--- src/rtl/bram_frame_reader_if.sv ---
// ---------------------------------------------------------------------------
// bram_frame_reader_if
// Pixel stream leaving the BRAM frame reader: a valid/ready handshake with
// start-of-frame and end-of-line markers that travel with each pixel.
//   master : the frame reader (drives data, valid and markers)
//   slave  : downstream display/processing logic (drives ready)
// ---------------------------------------------------------------------------
interface bram_frame_reader_if #(
    parameter int WIDTH = 1
);
    logic [WIDTH-1:0] m_data;   // pixel value
    logic             m_valid;  // m_data holds a pixel
    logic             m_ready;  // downstream can take the pixel this cycle
    logic             m_sof;    // pixel is (0,0) of the frame
    logic             m_eol;    // pixel is the last one of its line

    modport master (
        output m_data,
        output m_valid,
        output m_sof,
        output m_eol,
        input  m_ready
    );

    modport slave (
        input  m_data,
        input  m_valid,
        input  m_sof,
        input  m_eol,
        output m_ready
    );
endinterface

--- src/rtl/bram_frame_reader.sv ---
// ---------------------------------------------------------------------------
// bram_frame_reader
// Read-side companion of the single-port BRAM frame store. Sweeps an
// H_ACTIVE x V_ACTIVE frame out of the BRAM in raster order and presents it
// on a valid/ready stream, hiding the BRAM's one-cycle read latency.
//
// Datapath:
//   - r_addr is the next address to read; it is driven straight onto
//     bram_addr, so "issuing" a read means the BRAM samples r_addr at the
//     coming edge and r_addr then advances.
//   - A read in flight returns on bram_dout one cycle later. If the stream
//     is empty and the pixel is accepted that same cycle it bypasses the
//     buffer; otherwise it lands in a 2-entry FIFO on the next edge.
//   - A read is only issued while occupancy (buffer + in flight - pixel
//     leaving this cycle) is below 2, so the FIFO can never overflow and
//     m_ready held high still gives one pixel per cycle.
//
// Optional feature, selected by defining BRAM_FRAME_READER_LOOP_EN:
//   frames repeat back to back with no bubble; only rst_n leaves the loop.
//   Default build (macro undefined): one frame per start pulse.
//
// The frame must fit the BRAM: H_ACTIVE*V_ACTIVE <= 2**LOGSIZE.
// ---------------------------------------------------------------------------
module bram_frame_reader #(
    parameter int LOGSIZE  = 14,
    parameter int WIDTH    = 1,
    parameter int H_ACTIVE = 128,
    parameter int V_ACTIVE = 128
) (
    input  logic                   clk,
    input  logic                   rst_n,
    input  logic                   start,
    output logic                   busy,
    output logic                   done,
    output logic [LOGSIZE-1:0]     bram_addr,
    input  logic [WIDTH-1:0]       bram_dout,
    bram_frame_reader_if.master    m_if
);

    // -----------------------------------------------------------------------
    // Constants
    // -----------------------------------------------------------------------
    localparam int                 NPIX      = H_ACTIVE * V_ACTIVE;
    localparam logic [LOGSIZE-1:0] LAST_ADDR = LOGSIZE'(NPIX - 1);
    localparam int                 XW        = (H_ACTIVE > 1) ? $clog2(H_ACTIVE) : 1;
    localparam logic [XW-1:0]      LAST_X    = XW'(H_ACTIVE - 1);

    typedef enum logic [1:0] {
        S_IDLE  = 2'd0,   // waiting for start
        S_READ  = 2'd1,   // issuing reads as credit allows
        S_DRAIN = 2'd2    // all reads issued, emptying the pipeline
    } state_t;

    // A pixel plus the markers that must stay attached to it.
    typedef struct packed {
        logic [WIDTH-1:0] data;
        logic             sof;
        logic             eol;
        logic             last;   // final pixel of the frame
    } pix_t;

    // -----------------------------------------------------------------------
    // Registers
    // -----------------------------------------------------------------------
    state_t             r_state;
    logic [LOGSIZE-1:0] r_addr;       // next address to read
    logic [XW-1:0]      r_x;          // column of r_addr, for the eol marker
    logic               r_inflight;   // a read was issued last cycle
    logic               r_inf_sof;    // markers of the read in flight
    logic               r_inf_eol;
    logic               r_inf_last;
    pix_t               r_buf [2];    // FIFO payload, r_buf[0] is the head
    logic [1:0]         r_count;      // FIFO occupancy, 0..2
    logic               r_done;

    // -----------------------------------------------------------------------
    // Wires
    // -----------------------------------------------------------------------
    state_t             w_state_nxt;
    pix_t               w_ret;        // pixel arriving from the BRAM now
    pix_t               w_head;       // pixel presented on the stream
    logic               w_valid;
    logic               w_hs;         // handshake this cycle
    logic [2:0]         w_occ;        // occupancy after this cycle's handshake
    logic               w_issue;      // BRAM samples r_addr at the next edge
    logic               w_at_last;    // r_addr is the final frame address
    logic               w_push;       // returning pixel must be buffered
    logic               w_pop;        // head of the FIFO leaves

    // -----------------------------------------------------------------------
    // Stream head, handshake and read credit
    // -----------------------------------------------------------------------
    // Select the presented pixel and decide whether a new read may issue.
    always_comb begin
        w_ret.data = bram_dout;
        w_ret.sof  = r_inf_sof;
        w_ret.eol  = r_inf_eol;
        w_ret.last = r_inf_last;

        w_valid   = (r_count != 2'd0) || r_inflight;
        // Older buffered pixels always go first; the BRAM output is only
        // shown directly when the FIFO is empty.
        w_head    = (r_count != 2'd0) ? r_buf[0] : w_ret;
        w_hs      = w_valid && m_if.m_ready;

        // No underflow: a handshake implies at least one pixel is present.
        w_occ     = 3'(r_count) + 3'(r_inflight) - 3'(w_hs);
        w_issue   = (r_state == S_READ) && (w_occ < 3'd2);
        w_at_last = (r_addr == LAST_ADDR);

        // A returning pixel skips the FIFO only when it is accepted at once.
        w_push    = r_inflight && !((r_count == 2'd0) && w_hs);
        w_pop     = w_hs && (r_count != 2'd0);
    end

    // -----------------------------------------------------------------------
    // Control FSM
    // -----------------------------------------------------------------------
    // State register.
    always_ff @(posedge clk) begin
        // NOTE: every clocked assignment is non-blocking so all registers
        // update from the same pre-edge values, whatever the statement order.
        if (!rst_n) begin
            r_state <= S_IDLE;
        end else begin
            r_state <= w_state_nxt;
        end
    end

    // Next-state logic.
    always_comb begin
        // NOTE: default first, so every path assigns w_state_nxt and no
        // latch is inferred.
        w_state_nxt = r_state;
        case (r_state)
            S_IDLE: begin
                if (start) begin
                    w_state_nxt = S_READ;
                end
            end
            S_READ: begin
                if (w_issue && w_at_last) begin
`ifdef BRAM_FRAME_READER_LOOP_EN
                    // Wrap to the next frame without leaving READ.
                    w_state_nxt = S_READ;
`else
                    w_state_nxt = S_DRAIN;
`endif
                end
            end
            S_DRAIN: begin
                // r_done marks the cycle after the last pixel was taken; the
                // reader is only back in IDLE after it, so a start coinciding
                // with done is not seen.
                if (r_done) begin
                    w_state_nxt = S_IDLE;
                end
            end
            default: begin
                w_state_nxt = S_IDLE;
            end
        endcase
    end

    // -----------------------------------------------------------------------
    // Address / column counter
    // -----------------------------------------------------------------------
    // Raster address as a plain incrementing counter; holds when not issuing.
    always_ff @(posedge clk) begin
        if (!rst_n) begin
            r_addr <= '0;
            r_x    <= '0;
        end else if ((r_state == S_IDLE) && start) begin
            r_addr <= '0;
            r_x    <= '0;
        end else if (w_issue) begin
            if (w_at_last) begin
`ifdef BRAM_FRAME_READER_LOOP_EN
                r_addr <= '0;
                r_x    <= '0;
`else
                // Hold on the final address; it never goes past the frame.
                r_addr <= r_addr;
                r_x    <= r_x;
`endif
            end else begin
                r_addr <= r_addr + LOGSIZE'(1);
                r_x    <= (r_x == LAST_X) ? '0 : r_x + XW'(1);
            end
        end
    end

    // -----------------------------------------------------------------------
    // In-flight read tracking
    // -----------------------------------------------------------------------
    // Remember whether a read is returning next cycle, and its markers.
    always_ff @(posedge clk) begin
        if (!rst_n) begin
            r_inflight <= 1'b0;
            r_inf_sof  <= 1'b0;
            r_inf_eol  <= 1'b0;
            r_inf_last <= 1'b0;
        end else begin
            r_inflight <= w_issue;
            r_inf_sof  <= (r_addr == '0);
            r_inf_eol  <= (r_x == LAST_X);
            r_inf_last <= w_at_last;
        end
    end

    // -----------------------------------------------------------------------
    // Output FIFO
    // -----------------------------------------------------------------------
    // Occupancy: reset empties the FIFO, which drops any buffered pixels.
    always_ff @(posedge clk) begin
        if (!rst_n) begin
            r_count <= 2'd0;
        end else begin
            case ({w_pop, w_push})
                2'b10:   r_count <= r_count - 2'd1;
                2'b01:   r_count <= r_count + 2'd1;
                default: r_count <= r_count;
            endcase
        end
    end

    // Payload shift/fill; entries beyond r_count are don't-care.
    always_ff @(posedge clk) begin
        // NOTE: the payload has no reset; r_count alone says which entries
        // are meaningful, so clearing the storage would buy nothing.
        case ({w_pop, w_push})
            2'b10: begin
                r_buf[0] <= r_buf[1];
            end
            2'b01: begin
                // Credit keeps occupancy at most 1 here, so index fits.
                r_buf[r_count[0]] <= w_ret;
            end
            2'b11: begin
                if (r_count == 2'd2) begin
                    r_buf[0] <= r_buf[1];
                    r_buf[1] <= w_ret;
                end else begin
                    r_buf[0] <= w_ret;
                end
            end
            default: begin
            end
        endcase
    end

    // -----------------------------------------------------------------------
    // Frame completion
    // -----------------------------------------------------------------------
    // One-cycle done pulse after the frame's final pixel is accepted.
    always_ff @(posedge clk) begin
        if (!rst_n) begin
            r_done <= 1'b0;
        end else begin
            r_done <= w_hs && w_head.last;
        end
    end

    // -----------------------------------------------------------------------
    // Outputs
    // -----------------------------------------------------------------------
    assign done      = r_done;
    assign bram_addr = r_addr;

`ifdef BRAM_FRAME_READER_LOOP_EN
    assign busy = (r_state != S_IDLE);
`else
    // The done cycle is still in DRAIN but no longer counts as busy.
    assign busy = (r_state != S_IDLE) && !r_done;
`endif

    // Markers and data are forced low whenever nothing is presented.
    assign m_if.m_valid = w_valid;
    assign m_if.m_data  = w_valid ? w_head.data : '0;
    assign m_if.m_sof   = w_valid && w_head.sof;
    assign m_if.m_eol   = w_valid && w_head.eol;

endmodule
--- src/flat_wrapper.sv ---
// flat-port wrapper written by rule: the top's interface ports become plain ports
module bram_frame_reader_flat 
#(
    parameter int LOGSIZE  = 14,
    parameter int WIDTH    = 1,
    parameter int H_ACTIVE = 128,
    parameter int V_ACTIVE = 128
)
  (clk, rst_n, start, busy, done, bram_addr, bram_dout, m_if_m_data, m_if_m_valid, m_if_m_sof, m_if_m_eol, m_if_m_ready);
  bram_frame_reader_if #(.WIDTH(WIDTH)) m_if_i ();
  input  logic clk;
  input  logic rst_n;
  input  logic start;
  output logic busy;
  output logic done;
  output logic [LOGSIZE-1:0] bram_addr;
  input  logic [WIDTH-1:0] bram_dout;
  output wire logic [$bits(m_if_i.m_data)-1:0] m_if_m_data;
  output wire logic [$bits(m_if_i.m_valid)-1:0] m_if_m_valid;
  output wire logic [$bits(m_if_i.m_sof)-1:0] m_if_m_sof;
  output wire logic [$bits(m_if_i.m_eol)-1:0] m_if_m_eol;
  input wire logic [$bits(m_if_i.m_ready)-1:0] m_if_m_ready;
  assign m_if_m_data = m_if_i.m_data;
  assign m_if_m_valid = m_if_i.m_valid;
  assign m_if_m_sof = m_if_i.m_sof;
  assign m_if_m_eol = m_if_i.m_eol;
  assign m_if_i.m_ready = m_if_m_ready;
  bram_frame_reader #(.LOGSIZE(LOGSIZE), .WIDTH(WIDTH), .H_ACTIVE(H_ACTIVE), .V_ACTIVE(V_ACTIVE)) u_core (.clk(clk), .rst_n(rst_n), .start(start), .busy(busy), .done(done), .bram_addr(bram_addr), .bram_dout(bram_dout), .m_if(m_if_i));
endmodule
--- config.mk ---
export PLATFORM = sky130hd
export DESIGN_NAME = bram_frame_reader_flat
export DESIGN_NICKNAME = d
export VERILOG_FILES = /design/src/rtl/bram_frame_reader_if.sv /design/src/rtl/bram_frame_reader.sv /design/src/flat_wrapper.sv
export SDC_FILE = /design/constraint.sdc
export NUM_CORES = 1
export LEC_CHECK = 0
export BUFFER_PORTS_ARGS = -buffer_cell sky130_fd_sc_hd__buf_4
export CAP_MARGIN = 30
export CORE_ASPECT_RATIO = 0.7
export CORE_MARGIN = 3
export CORE_UTILIZATION = 40
export CTS_BUF_LIST = sky130_fd_sc_hd__clkbuf_2 sky130_fd_sc_hd__clkbuf_4 sky130_fd_sc_hd__clkbuf_8
export CTS_CLUSTER_DIAMETER = 200
export DETAILED_ROUTE_END_ITERATION = 8
export SYNTH_ARGS = -nofsm -noshare
export SYNTH_HDL_FRONTEND = slang
export SYNTH_SLANG_ARGS = --single-unit
--- constraint.sdc ---
create_clock -name clk -period 4.33 [get_ports clk]
set_input_delay 0.6495 -clock clk [delete_from_list [all_inputs] [get_ports clk]]
set_output_delay 0.6495 -clock clk [all_outputs]
set_load 0.01 [all_outputs]
==> results of run 1 <==
## per-stage QoR
stage | std cells | power (uW) | utilization | area, um^2
final | 292 | 666.9 | 0.4931 | 2221
after global placement | 284 | 435.6 | 0.4739 | 2135
after CTS | 292 | 677.1 | 0.4931 | 2221
after floorplan | 217 | 417.8 | - | 1933
after global routing | 292 | 699.1 | 0.4931 | 2221
after detailed placement | 284 | 436.4 | 0.4739 | 2135
## worst max-delay path, cell delays in order, from the launching register on
cell and delay (ns):
sky130_fd_sc_hd__dfxtp_1 0.41, sky130_fd_sc_hd__or3_2 0.51, sky130_fd_sc_hd__and2_1 0.17, sky130_fd_sc_hd__ha_1 0.28, sky130_fd_sc_hd__nand2b_1 0.15, sky130_fd_sc_hd__fa_1 0.52
sky130_fd_sc_hd__nand3b_1 0.11, sky130_fd_sc_hd__or4_1 0.65, sky130_fd_sc_hd__or4_1 0.52, sky130_fd_sc_hd__a21oi_1 0.15
## cell families after synthesis
| logic type | Yosys count | synth area share |
|---|---|---|
| muxes | 6 | 0.03430 |
| xor gates and xnor gates | 3 | 0.01359 |
| buffers and inverters | 21 | 0.04919 |
| and+or+nand+nor | 90 | 0.2589 |
| adders and majority gates | 5 | 0.03625 |
| DFF | 38 | 0.4350 |
| AOI/OAI and AO/OA | 54 | 0.1728 |
## cells in the final DEF (no fill, tap or decap), types with 2 or more instances in the layout
| cell type | instances |
|---|---|
| sky130_fd_sc_hd__inv_1 | 6 |
| sky130_fd_sc_hd__clkbuf_8 | 5 |
| sky130_fd_sc_hd__nand3_1 | 10 |
| sky130_fd_sc_hd__xnor2_1 | 2 |
| sky130_fd_sc_hd__a21oi_1 | 20 |
| sky130_fd_sc_hd__ha_1 | 4 |
| sky130_fd_sc_hd__buf_4 | 26 |
| sky130_fd_sc_hd__o21ai_0 | 11 |
| sky130_fd_sc_hd__nor3_1 | 4 |
| sky130_fd_sc_hd__edfxtp_1 | 8 |
| sky130_fd_sc_hd__dfxtp_1 | 30 |
| sky130_fd_sc_hd__o21a_1 | 2 |
| sky130_fd_sc_hd__nand2_1 | 20 |
| sky130_fd_sc_hd__clkinv_2 | 2 |
| sky130_fd_sc_hd__nor2_1 | 13 |
| sky130_fd_sc_hd__nor4_1 | 2 |
| sky130_fd_sc_hd__a211oi_1 | 2 |
| sky130_fd_sc_hd__nand4_1 | 5 |
| sky130_fd_sc_hd__nand4b_1 | 3 |
| sky130_fd_sc_hd__mux2_2 | 5 |
| sky130_fd_sc_hd__or4_1 | 17 |
| sky130_fd_sc_hd__and3_1 | 3 |
| sky130_fd_sc_hd__nand2b_1 | 4 |
| sky130_fd_sc_hd__and2_1 | 2 |
| sky130_fd_sc_hd__o31ai_1 | 14 |
## power by group
part / switching (uW) / total [uW] / internal [uW] / leakage, uW
sequential: 6.62 / 373 / 367 / 0.000316
combinational: 33.4 / 54.6 / 21.2 / 0.000403
clock: 121 / 239 / 118 / 0.0000484
total: 161 / 667 / 506 / 0.000767
## state kept, by name, summed over array words and instances (netlist names), 2 cells and up
signal,flops
u_core.r_x,7
u_core.bram_addr,14
u_core.r_buf,8
u_core.r_state,2
u_core.r_count,2
## cell type report
| cell class | instances | area share |
|---|---|---|
| inverters | 7 | 0.01183 |
| repair buffers | 26 | 0.08789 |
| well taps | 55 | 0.03099 |
| clock inverters | 2 | 0.004507 |
| flip-flops and latches | 38 | 0.3786 |
| multi-input cells | 158 | 0.4518 |
| clock buffers | 6 | 0.03437 |
## metal layers
layer,global-route usage,vias up,part of all wire
li1,-,853,-
met1,0.2496,800,0.52
met2,0.2243,19,0.43
met3,0.04639,5,0.035
met4,0.05019,0,0.010
met5,0,-,0
## worst max-delay path by stage
stage,startpoint,end,cells past startpoint,slack (ns)
final,u_core.r_count[1],u_core.bram_addr[11],9,0.79
after global placement,u_core.r_count[1],u_core.bram_addr[13],9,0.87
after global routing,u_core.r_count[1],u_core.bram_addr[4],9,0.58
after floorplan,u_core.r_count[0],u_core.bram_addr[11],11,0.89
after CTS,u_core.r_count[1],u_core.bram_addr[11],9,0.80
after detailed placement,u_core.r_count[1],u_core.bram_addr[11],9,0.83
==> results.toml, run 1 <==
[sta]
finClkSkew_ns = 0.004007
worst-slew-pin-transition_ns = 0.8105
final_hold_violations = 0
hold_slack_ns = 0.4610
finalWorstPathRequiredPeriod_ns = 3.535
setup_repair_after_global_routing_missed_its_margin = "no"
final_critical_path_setup_slack_ns = 0.7949
timing.slew.headroom = 0.4597
drv_slew = 0
tns_ns = 0
max_freq_ghz = 0.2829
timing.final.crit_share = 0.8164
final-setup-viol-count = 0

[logic_synthesis]
avg_cell_area_syn_um2 = 8.908
synth.distinct_cells = 42
post-synth-top-area-cell = "sky130_fd_sc_hd__dfxtp_1"
top_cells_by_instance_count_after_synthesis = "30 x sky130_fd_sc_hd__dfxtp_1, 20 x sky130_fd_sc_hd__a21oi_1, 20 x sky130_fd_sc_hd__nand2_1"
synth_top_flop_cell = "sky130_fd_sc_hd__dfxtp_1"
post_synthesis_register_bit_count = 38
synth-seq-area-share = 0.4350
post_synthesis_instance_area_mm2 = 0.001933
ys_async_sr_fraction = 0
yosysTopAreaCellShare = 0.3107
post-synth-top-count-cell = "sky130_fd_sc_hd__dfxtp_1"
yosys-top-cells-area = "sky130_fd_sc_hd__dfxtp_1 31%, sky130_fd_sc_hd__edfxtp_1 12%, sky130_fd_sc_hd__or4_1 6.6%, sky130_fd_sc_hd__o31ai_1 5.4%, sky130_fd_sc_hd__a21oi_1 5.2%"
syn-instance-count = 217
count_of_flip_flops_with_a_built_in_enable_after_synthesis = 8
synth.net_count = 227
yosysWarnings = 0

[setup_path]
worst_setup_path_start_kind = "register"
endpoint_kind = "register"
critical_path_arrival_ns = 3.74
critPathKind = "reg2reg"
timing.critical_path.required_ns = 4.54
critical_path_peak_fanout = 9
reg_to_reg_endpoint = "u_core.bram_addr[11]"
r2r-start = "u_core.r_count[1]"
reg2reg_depth = 9
worst-r2r-setup-slack_ns = 0.79

[clock_network]
clock_tree.htree_level_count = 2
cts.reportedPaths.clkPinSlew_ns = 0.07
cts_made_buffers = 5
insertion_delay_ns = 0.29
ctsHoldBuffers = 0
max-clock-path-buffers = 2
cts_setup_buffers = 0
root_buffer_cell = "sky130_fd_sc_hd__clkbuf_8"
cts_resized = 0
cts_tree = "built"
sinks_on_clock_net = 38

[drt]
residual_drc = 0
firstDrtPassIters = 4
vias_per_cell = 5.743
route.final.wire_length_um = 4327
drt-initial-drc-count = 124
vias = 1677
wl_cell_um = 14.82
ant_nets = 0

[worst_hold_path]
hold_path_startpoint = "u_core.r_inf_sof"
timing.hold.worst.class = "reg2reg"
end_point_of_the_most_critical_hold_path = "u_core.r_buf[1][2]"
worst_hold_stages = 0

[grt]
vias_in_the_first_global_route = 1537
grt_remaining_overflow = 0
grtUsageTotal = 0.1654
grt_start_max_net_pins = 24
initial_antenna_violation_count = 0
global_route_wire_length_before_repair_um = 7424

[layout]
layout-drive-gt1-share = 0.1772
fillerInstances = 450
final_nets = 246
antennaDiodeCount = 0
multi_input_comb_area_mm2 = 0.001003
area_delta_synth_final_pct = 14.89
seq_area_um2 = 840.8

[job]
max-cap-violations = 0

[floorplan]
dieWidth_um = 89.09
chipHeight_um = 64.16
fp-row-count = 20
top_level_ports = 25
placeableCoreArea_mm2 = 0.004504
floorplan.initialDensity = 0.4292
fp.dieArea_mm2 = 0.005716

[placement]
detailed_place_hpwl_um = 3140
dpl_worst_slack_ns = 0.8300
buffer_ports.inserted = 24
place_congestion = 0.7502

[power]
power_density_mw_per_mm2 = 300.3
power_leakage_uw = 0.0007670
vdd_ir_drop_max_uv = 131.3

[status]
outcome = "completed"
(Power assumes the default switching activity.)
==> run 2, diff against run 1 <==
==> constraint.sdc (replaced) <==
create_clock -name clk -period 3.16 [get_ports clk]
set_input_delay 0.474 -clock clk [delete_from_list [all_inputs] [get_ports clk]]
set_output_delay 0.474 -clock clk [all_outputs]
set_load 0.01 [all_outputs]
==> run 2 against run 1 <==
Count of clock-buffer cells in the layout down 1. Cell count rose by 2.4%. Via count rose by 3.4%. Global-route usage down 0.19 points. Setup slack got worse by 0.64 ns. Hold slack worse by 0.085 ns. Flip-flop and latch count did not move. Final area rose by 6.5%. Clock skew rose by 0.0031 ns. Clock power is 110% higher. Highest routed layer unchanged. Critical path type unchanged.
==> results.toml, run 2 (same netlist as run 1, synthesis figures left out) <==
[setup_path]
worst_setup_path_start_kind = "register"
path_cells = "or3_4 -> and2_4 -> ha_4 -> nand2b_4 -> fa_2 -> nand3b_1 -> or4_4 -> or4_1 -> a21oi_1"
critPathKind = "reg2reg"
timing.critical_path.slowest_stage_cell = "sky130_fd_sc_hd__or4_4"
worst_setup_path_startpoint = "u_core.r_count[0]"
timing.critical_path.buf_inv = 0
timing.critical_path.required_ns = 3.38
cpPeakStageDelay_ns = 0.55
crit_family = "simple AND/OR/NAND/NOR gates"
critical_path_peak_fanout = 8
critical_path_arrival_ns = 3.22
endpoint_kind = "register"
r2r-start = "u_core.r_count[0]"
worst-r2r-setup-slack_ns = 0.15

[sta]
final-setup-viol-count = 0
max_freq_ghz = 0.3328
final_hold_violations = 0
worst-slew-pin-transition_ns = 0.6415
tns_ns = 0
drv_slew = 0
timing.final.crit_share = 0.9510
setup_repair_after_global_routing_missed_its_margin = "no"
hold_slack_ns = 0.3765
timing.slew.headroom = 0.5678
finalWorstPathRequiredPeriod_ns = 3.005
finClkSkew_ns = 0.007064

[worst_hold_path]
hold_path_startpoint = "bram_dout"
timing.hold.worst.class = "in2reg"

[clock_network]
max-clock-path-buffers = 2
insertion_delay_ns = 0.29
cts_made_buffers = 5
cts.reportedPaths.clkPinSlew_ns = 0.08
clock_tree.htree_level_count = 2
cts_setup_buffers = 0
root_buffer_cell = "sky130_fd_sc_hd__clkbuf_8"
cts_tree = "built"
sinks_on_clock_net = 38

[status]
outcome = "completed"

[floorplan]
floorplan.initialDensity = 0.4292
placeableCoreArea_mm2 = 0.004504
top_level_ports = 25
dieWidth_um = 89.09
fp-row-count = 20
fp.dieArea_mm2 = 0.005716
chipHeight_um = 64.16

[power]
power_leakage_uw = 0.0008357
power_uw = 1094
power_density_mw_per_mm2 = 462.6
vdd_ir_drop_max_uv = 332.7

[drt]
ant_nets = 0
wl_cell_um = 14.86
drt-initial-drc-count = 96
vias_per_cell = 5.799
firstDrtPassIters = 4
residual_drc = 0
route.final.wire_length_um = 4442
vias = 1734

[grt]
grt_remaining_overflow = 0
initial_antenna_violation_count = 0
global_route_wire_length_before_repair_um = 7355
grtUsageTotal = 0.1635
grt_start_max_net_pins = 16
vias_in_the_first_global_route = 1502

[placement]
placement.cell_area_mm2 = 0.002228
buffer_ports.inserted = 24
place_congestion = 0.7973
detailed_place_hpwl_um = 3174

[layout]
layout-drive-gt1-share = 0.2172
largest_register_ff_count = 14
final_cell_mix = "32 x sky130_fd_sc_hd__buf_4, 30 x sky130_fd_sc_hd__dfxtp_1, 20 x sky130_fd_sc_hd__nand2_1, 20 x sky130_fd_sc_hd__a21oi_1, 16 x sky130_fd_sc_hd__or4_1"
fillerInstances = 425
antennaDiodeCount = 0
finish.instance_area_mm2 = 0.002365
area_delta_synth_final_pct = 22.33
layout_commonest_cell = "sky130_fd_sc_hd__buf_4"
final_nets = 253

[job]
max-cap-violations = 0
[run 2: cell count changes in the layout (fill, tap and decap cells not counted), sizes merged]
cell,previous run,this run
buf,26,33
bufinv,0,2
clkbuf,6,5
clkinv,3,2
[run 2: worst paths after layout]
check / end / depth (start not counted)
worst max-delay path: u_core.bram_addr[7] / 9
worst min-delay path: u_core.r_buf[1][3] / 1
worst max register to register: u_core.bram_addr[7] / 9
worst min register to register: u_core.r_buf[1][2] / 0
[run 2: repair_timing]
action	4_1_cts	5_1_grt
setup endpoints to repair	0	4
hold buffers	0	0
resized for setup	0	1
[run 2: routing by layer]
| layer | GRT usage | wire, um |
|---|---|---|
| met1 | 0.2518 | 2325 |
| met3 | 0.03995 | 281 |
| met2 | 0.2206 | 1787 |
| met5 | 0 | 0 |
| met4 | 0.04833 | 47 |
[run 2: area by class of cell]
type / instances / area (um^2) / area share
inverters: 7 / 26.28 / 0.01111
repair buffers: 33 / 260.3 / 0.1101
well taps: 55 / 68.82 / 0.02910
multi-input cells: 158 / 1036 / 0.4381
clock inverters: 3 / 63.81 / 0.02698
clock buffers: 5 / 68.82 / 0.02910
flip-flops and latches: 38 / 840.8 / 0.3556
[run 2: worst register-to-register path, stage by stage (launching register included)]
cell	delay [ns]
sky130_fd_sc_hd__dfxtp_1	0.31
sky130_fd_sc_hd__or3_4	0.38
sky130_fd_sc_hd__and2_4	0.17
sky130_fd_sc_hd__ha_4	0.22
sky130_fd_sc_hd__nand2b_4	0.13
sky130_fd_sc_hd__fa_2	0.53
sky130_fd_sc_hd__nand3b_1	0.09
sky130_fd_sc_hd__or4_4	0.55
sky130_fd_sc_hd__or4_1	0.41
sky130_fd_sc_hd__a21oi_1	0.13
[run 2: where the power goes]
part,total [uW],switching (uW),internal [uW]
clock network,492,180,313
registers,508,5.91,502
logic,93.6,51.9,41.7
total,1090,238,856
[run 2: metrics by stage]
stage          worst slack [ns]  instances    util
4_1_cts                 0.06292        299  0.5242
5_1_grt                 0.05101        299  0.5250
2_1_floorplan           0.01282        217       -
6_report                 0.1548        299  0.5250
3_3_place_gp             0.1010        291  0.4947
3_5_place_dp            0.07503        291  0.4947
==> run 3, diff against run 2 <==
--- a/config.mk
+++ b/config.mk
@@ -13,6 +13,7 @@
 export CTS_BUF_LIST = sky130_fd_sc_hd__clkbuf_2 sky130_fd_sc_hd__clkbuf_4 sky130_fd_sc_hd__clkbuf_8
 export CTS_CLUSTER_DIAMETER = 200
 export DETAILED_ROUTE_END_ITERATION = 8
+export RECOVER_POWER = 100
 export SYNTH_ARGS = -nofsm -noshare
 export SYNTH_HDL_FRONTEND = slang
 export SYNTH_SLANG_ARGS = --single-unit
==> run 3 against run 2 <==
Sequential share of layout area increased by 1.5 points. Clock skew decreased by 0.00061 ns. Largest cell class unchanged. Highest routed layer unchanged. Largest power group unchanged. Fmax decreased by 0.59%. Global-route usage unchanged. Hold slack improved by 0.057 ns. Routed wire length increased by 0.34%.
==> results.toml, run 3 (same netlist as run 1, synthesis figures left out) <==
[power]
net-switching-power_uw = 238.2
power.share.combinational = 0.079
vdd_ir_drop_max_uv = 333.4
clock_power_share = 0.454
swShare = 0.2192
power_density_mw_per_mm2 = 479.3
power.internal_uw = 848.5
p_seq_frac = 0.467
power_leakage_uw = 0.0007325

[setup_path]
timing.critical_path.required_ns = 3.38
worst_setup_path_start_kind = "register"
critical_path_arrival_ns = 3.24
critical_path_peak_fanout = 8
critPathKind = "reg2reg"
endpoint_kind = "register"

[drt]
drt-initial-drc-count = 83
vias_per_cell = 5.776
ant_nets = 0
route.final.wire_length_um = 4457
firstDrtPassIters = 4
residual_drc = 0
vias = 1727
wl_cell_um = 14.91

[sta]
worst-slew-pin-transition_ns = 0.6411
drv_slew = 0
timing.slew.headroom = 0.5681
max_freq_ghz = 0.3308
tns_ns = 0
timing.final.crit_share = 0.9567
final_critical_path_setup_slack_ns = 0.1368
finClkSkew_ns = 0.006453
finalWorstPathRequiredPeriod_ns = 3.023
setup_repair_after_global_routing_missed_its_margin = "no"
hold_slack_ns = 0.4335
final_hold_violations = 0
final-setup-viol-count = 0

[layout]
final_core_utilization = 0.5033
final_nets = 253
largest_register_ff_count = 14
layout-drive-gt1-share = 0.1107
area_delta_synth_final_pct = 17.28
layout_commonest_cell = "sky130_fd_sc_hd__dfxtp_1"
final_cell_mix = "30 x sky130_fd_sc_hd__dfxtp_1, 24 x sky130_fd_sc_hd__clkbuf_1, 20 x sky130_fd_sc_hd__nand2_1, 20 x sky130_fd_sc_hd__a21oi_1, 16 x sky130_fd_sc_hd__or4_1"
antennaDiodeCount = 0

[clock_network]
max-clock-path-buffers = 2
cts_made_buffers = 5
insertion_delay_ns = 0.29
clock_tree.htree_level_count = 2
cts_tree = "built"
cts_setup_buffers = 0
ctsHoldBuffers = 0
root_buffer_cell = "sky130_fd_sc_hd__clkbuf_8"
cts.reportedPaths.clkPinSlew_ns = 0.08
sinks_on_clock_net = 38

[floorplan]
placeableCoreArea_mm2 = 0.004504
fp-row-count = 20
fp.dieArea_mm2 = 0.005716
dieWidth_um = 89.09
floorplan.initialDensity = 0.4292
chipHeight_um = 64.16
top_level_ports = 25

[placement]
dpl_worst_slack_ns = 0.07503
detailed_place_hpwl_um = 3174
place_congestion = 0.7973
buffer_ports.inserted = 24

[grt]
groute.layer.met2.usage = 0.2206
globalRoute.busiestLayer = "met1"
initial_antenna_violation_count = 0
met3_routing_resource_usage_after_global_routing = 0.03995
vias_in_the_first_global_route = 1502
grtUsageMet1 = 0.2518
grtUsageTotal = 0.1635
grt_start_max_net_pins = 16
global_route_wire_length_before_repair_um = 7355
grt_remaining_overflow = 0

[worst_hold_path]
timing.hold.worst.class = "in2reg"

[job]
max-cap-violations = 0

[status]
outcome = "completed"
## run 3: changes by cell type in the layout (fill, tap and decap cells not counted), sizes merged
cell,delta
buf,-25
clkbuf,+25
## run 3: repair_timing
action	in CTS	in global routing
hold endpoints to repair	0	0
setup endpoints to repair	0	4
resized for setup	0	1
## run 3: power by group through the flow
stage / sequential [uW] / combinational (uW) / clock [uW]
6_report: 508 / 85.8 / 493
5_1_grt: 509 / 96.3 / 516
4_1_cts: 508 / 94.1 / 501
3_5_place_dp: 519 / 93.8 / 0
3_3_place_gp: 519 / 93.6 / 0
2_1_floorplan: 518 / 60.1 / 0
## run 3: path summary, 6_finish.rpt
kind / start / end / slack, ns / cells after the start
worst min-delay path: bram_dout / u_core.r_buf[1][3] / 0.43 / 1
worst min register to register: u_core.r_inf_sof / u_core.r_buf[1][2] / 0.46 / 0
worst max-delay path: u_core.r_count[0] / u_core.bram_addr[7] / 0.14 / 9
worst max register to register: u_core.r_count[0] / u_core.bram_addr[7] / 0.14 / 9
## run 3: stage by stage
| step | power (uW) | area (um^2) | cells |
|---|---|---|---|
| finish | 1087 | 2267 | 299 |
| global route | 1121 | 2267 | 299 |
| detailed placement | 613.2 | 2228 | 291 |
| floorplan | 578.1 | 1972 | 217 |
| CTS | 1104 | 2361 | 299 |
| global placement | 612.7 | 2228 | 291 |
## run 3: per-layer routing
layer | vias up | wire length, um
met5 | - | 0
met4 | 0 | 47
met3 | 5 | 246
met2 | 43 | 1776
met1 | 810 | 2386
li1 | 869 | -
## run 3: cell type report
cell class | count | area [um^2]
repair buffers | 33 | 167.7
inverters | 7 | 26.28
clock buffers | 5 | 68.82
multi-input cells | 158 | 1031
flip-flops and latches | 38 | 840.8
well taps | 55 | 68.82
fillers | 445 | 2237
clock inverters | 3 | 63.81
## run 3: critical path, stage by stage (launching register included)
cell                       delay [ns]
sky130_fd_sc_hd__dfxtp_1         0.31
sky130_fd_sc_hd__or3_1           0.38
sky130_fd_sc_hd__and2_4          0.18
sky130_fd_sc_hd__ha_4            0.22
sky130_fd_sc_hd__nand2b_4        0.13
sky130_fd_sc_hd__fa_2            0.54
sky130_fd_sc_hd__nand3b_1        0.09
sky130_fd_sc_hd__or4_4           0.55
sky130_fd_sc_hd__or4_1           0.41
sky130_fd_sc_hd__a21oi_1         0.13
